### src/rtl/wf_gather_ram_reader.sv
// wf_gather_ram_reader: drains the wavefront gather RAM in ring order into a 2-entry
// valid/ready skid buffer and returns one write credit per captured entry.
module wf_gather_ram_reader #(
    parameter int DEPTH     = 16,
    parameter int AW        = 4,
    parameter int DW        = 38,
    parameter int OUT_DEPTH = 2
) (
    input  logic          clock,
    input  logic          reset_n,
    input  logic          flush,
    input  logic          push_valid,
    output logic          free_pulse,
    output logic          R0_en,
    output logic [AW-1:0] R0_addr,
    input  logic [DW-1:0] R0_data,
    output logic          out_valid,
    input  logic          out_ready,
    output logic [DW-1:0] out_data,
    output logic [AW:0]   occupancy,
    output logic          ovf_err
);
    logic [AW:0]   cnt;
    logic [AW-1:0] rd_ptr;
    logic          inflight;
    logic [1:0]    buf_cnt;
    logic          head;
    logic          tail;
    logic [DW-1:0] mem [2];
    logic          full;
    logic          pop;
    logic          issue;
    logic          capture;
    logic          accept;

    assign full       = cnt == (AW+1)'(DEPTH);
    assign out_valid  = (buf_cnt != 2'd0) & ~flush;
    assign pop        = out_valid & out_ready;
    // Reads in flight count against buffer space so a stalled consumer never overflows it.
    assign issue      = ~flush & (cnt != '0) &
                        (({1'b0, buf_cnt} + {2'b0, inflight} - {2'b0, pop}) < 3'(OUT_DEPTH));
    assign capture    = inflight & ~flush;
    assign accept     = push_valid & ~full;
    assign free_pulse = capture;
    assign R0_en      = issue;
    assign R0_addr    = rd_ptr;
    assign out_data   = mem[head];
    assign occupancy  = cnt;

    always_ff @(posedge clock or negedge reset_n) begin
        if (!reset_n) begin
            cnt      <= '0;
            rd_ptr   <= '0;
            inflight <= 1'b0;
            buf_cnt  <= 2'd0;
            head     <= 1'b0;
            tail     <= 1'b0;
            mem[0]   <= '0;
            mem[1]   <= '0;
        end else if (flush) begin
            cnt      <= '0;
            rd_ptr   <= '0;
            inflight <= 1'b0;
            buf_cnt  <= 2'd0;
            head     <= 1'b0;
            tail     <= 1'b0;
        end else begin
            cnt      <= cnt + (AW+1)'(accept) - (AW+1)'(issue);
            inflight <= issue;
            buf_cnt  <= buf_cnt + 2'(capture) - 2'(pop);
            if (issue)
                rd_ptr <= rd_ptr + AW'(1);
            if (capture) begin
                mem[tail] <= R0_data;
                tail      <= ~tail;
            end
            if (pop)
                head <= ~head;
        end
    end

    // Sticky until reset; flush deliberately leaves it set.
    always_ff @(posedge clock or negedge reset_n) begin
        if (!reset_n)
            ovf_err <= 1'b0;
        else if (push_valid & full & ~flush)
            ovf_err <= 1'b1;
    end
endmodule

### config.mk
export PLATFORM = sky130hd
export DESIGN_NAME = wf_gather_ram_reader
export DESIGN_NICKNAME = d
export VERILOG_FILES = /design/src/rtl/wf_gather_ram_reader.sv
export SDC_FILE = /design/constraint.sdc
export NUM_CORES = 1
export LEC_CHECK = 0
export CAP_MARGIN = 20
export CORE_MARGIN = 2
export CORE_UTILIZATION = 53
export CTS_BUF_LIST = sky130_fd_sc_hd__clkbuf_4 sky130_fd_sc_hd__clkbuf_8
export CTS_CLUSTER_SIZE = 20
export DETAILED_ROUTE_END_ITERATION = 8
export GPL_ROUTABILITY_DRIVEN = 0
export GPL_TIMING_DRIVEN = 0
export PLACE_DENSITY = 0.94
export SLEW_MARGIN = 20
export SYNTH_ARGS = -nofsm -noshare
export SYNTH_HDL_FRONTEND = slang
export SYNTH_SLANG_ARGS = --single-unit
export TNS_END_PERCENT = 30
### constraint.sdc
create_clock -name clock -period 4.4 [get_ports clock]
set_clock_uncertainty 0.05 [all_clocks]
set_input_delay 0.66 -clock clock [delete_from_list [all_inputs] [get_ports clock]]
set_output_delay 0.66 -clock clock [all_outputs]
set_load 0.01 [all_outputs]
==> results.toml <==
[floorplanning]
start_util_pct = 54.0
dieArea_um2 = 8990
dieWidth_um = 94.8
io_pins = 94
die_y_um = 94.8
core_um2 = 8090
rows = 33

[synthesis]
netlist_area_um2 = 4370
ys_seq_area_share_pct = 52.1
synth_top_family_by_area = "multiplexers"
synth-compound-area-share_pct = 0.859
synthDominantCellAreaShare_pct = 52.1
synthXorXnorAreaFrac_pct = 1.60
avgSynthCellArea_um2 = 15.0
synthCells = 292
ys_seq_elements = 91
ys_top_cells_by_area = "dfrtp_1 (52%), mux2_2 (19%), mux2_4 (14%), ha_1 (2.9%), buf_6 (1.3%)"
yosysTopAreaCell = "dfrtp_1"
synthSimpleGateAreaFrac_pct = 4.27
syn_nets = 347
synth_cell_types = 30
ys.warnings.count = 0
yosys.area_share.adder_pct = 3.78
synthMuxAreaShare_pct = 33.3

[sta]
tightest_slew_ns = 0.493
setup_ws_ns = 0.218
slew_viol_final = 0
relSlewSlack_pct = 67.1
finalHoldViolCount = 0
clock.fmax_mhz = 239
grt_setup_unrepaired = "false"
setup-violations-final = 0
post-route-period-util_pct = 95.0
post-route-min-period_ns = 4.18
tns_ns = 0

[pwr]
p_int_mw = 2.79
ir_worst_vdd_mv = 0.366
p_comb_share_pct = 49.8
power.switching_mw = 1.23
swShare_pct = 30.6
finalPower_mw = 4.03
power_density_nw_per_um2 = 713
clkPwrFrac_pct = 14.2
pwr-share-seq_pct = 36.0
cellLeakagePower_nw = 2.53

[detailed_routing]
drtIter0Drc = 65
wl_mm = 8.51
vias = 2646
route.detailed.drc = 0
via_per_inst = 5.23
first_pass_iters = 4
wl_per_cell_um = 16.8
ant_nets = 0

[outcome]
status = "finished clean"

[finish]
fillers = 576
final_area_um2 = 5650
finalNetCount = 451
fin_util_pct = 69.8
layout-drive-gt1-share_pct = 37.4
syn2layout_area_growth_pct = 29.3
antenna_cells = 0

[worst_setup_path]
startpoint = "out_ready"
crit_path_end_kind = "output pin"
path_cells = "clkdlybuf4s50_1 > and2_1 > ha_1 > inv_1 > nand2_1 > fa_1 > xor2_1 > or3b_1 > buf_2 > nor2_1 > clkdlybuf4s50_1"
worstReg2RegStart = "buf_cnt[1]"
cpMostUsedCell = "clkdlybuf4s50_1"
path_class = "primary input to output pin"
crit_fanout = 4
arrival_ns = 3.47
crit_family = "buffers and inverters"
path_buf_inv = 4
max_stage_delay_ns = 0.57
cp_slowest_cell = "clkdlybuf4s50_1"
cp-start-kind = "primary input"
critical_path_required_ns = 3.69

[global_route]
grt_max_degree = 55
antenna_found_initial = 0
grt_pass1_wl_mm = 14.1
grt_util_all_layers_pct = 20.5
first_global_vias = 2874
overflow = 0

[clocking]
cts_tree = "yes"
clkTransAtPathRegs_ns = 0.09
clk_path_buf_depth = 2
insertion_delay_ns = 0.35
cts_buffers = 9
post_cts.repair.setup_buffers = 0
clock_sinks = 91
htreeDepth = 3
clockRootBuffer = "clkbuf_8"

[placed_design]
hpwl_mm = 6.08
placed_cell_area_um2 = 5450
port_buffers = 92
pre_cts_slack_ns = -0.0974

[run]
max_cap_viol_count = 0

[min_path]
hp-class = "primary input to async pin"
[power by group through the flow]
stage	combinational (mW)	sequential (mW)	clock, mW
2_1_floorplan	1.26	1.40	0
3_3_place_gp	1.96	1.43	0
3_5_place_dp	2.02	1.46	0
4_1_cts	2.03	1.45	0.583
5_1_grt	2.17	1.50	0.619
6_report	2.00	1.45	0.574
[through the flow]
stage,cells,hold slack (ns)
2_1_floorplan,292,0.314
3_3_place_gp,489,0.409
3_5_place_dp,490,0.426
4_1_cts,506,0.219
5_1_grt,506,0.239
6_report,506,0.213
[cells by family (layout without fill, tap and decap cells)]
logic type,after synthesis,after routing
adders and majority gates,12,12
AOI/OAI and AO/OA,6,6
muxes,116,116
and+or+nand+nor,33,33
buffers and inverters,26,135
xor gates and xnor gates,8,8
DFF,91,91
[synth_stat cells (all sizes together)]
cell type / instances
dfrtp: 91
nor2b: 5
mux2: 114
and2: 1
buf: 14
nor3: 3
clkbuf: 1
o21bai: 2
and2b: 1
nand2b: 2
nor2: 11
xor2: 3
nand3: 2
fa: 2
xnor2: 5
a21o: 1
mux2i: 2
nand2: 4
inv: 11
nor3b: 1
a21oi: 3
ha: 10
nand4: 1
nor4b: 1
or3b: 1
[what timing repair did]
action	CTS	global route
resized for setup	0	1
hold buffers	0	0
endpoints found under the setup margin	0	2
[placed cells by master (no fill, tap or decap), types with 2 or more instances in the layout]
cell,netlist,final
a21oi_1,3,3
buf_12,2,2
buf_2,6,6
buf_4,1,2
buf_6,5,5
clkbuf_4,0,2
clkbuf_8,0,9
clkdlybuf4s50_1,0,91
clkinvlp_4,0,3
dfrtp_1,91,90
fa_1,2,2
ha_1,10,10
inv_1,11,11
mux2_2,74,74
mux2_4,40,40
mux2i_1,2,2
nand2_1,4,4
nand2b_1,2,2
nand3_1,2,2
nor2_1,11,11
nor2b_1,4,4
nor3_1,3,3
o21bai_1,2,2
xnor2_1,5,5
xor2_1,3,3
[final cells by class]
class	instances	area, µm²	area share, %
Inverter	11	41.3	0.731
Clock buffer	11	139	2.46
Timing Repair Buffer	93	946	16.7
Clock inverter	5	61.3	1.09
Tap cell	105	131	2.33
Sequential cell	91	2280	40.3
Buffer	15	138	2.44
Multi-Input combinational cell	175	1910	33.9
[sequential cells by signal, summed over array words and instances, names as in the netlist]
signal / flops
R0_addr: 4
mem: 76
ovf_err: 1
buf_cnt: 2
tail: 1
head: 1
occupancy: 5
inflight: 1
[metal layers]
metal	part of all wire [%]	global-route usage, %
met5	0	0
met4	1.8	8.09
met3	4.0	3.91
met2	51	34.0
met1	43	26.5
[path summary, 6_finish.rpt]
kind	to	slack [ns]	cells after the start
max	R0_en	0.22	11
min	occupancy[2]	0.21	1
max reg2reg	occupancy[4]	0.36	20
min reg2reg	ovf_err	0.45	1
max in group asynchronous	mem[1]	3.45	2
min in group clock	ovf_err	0.45	1
(Power assumes the default switching activity.)
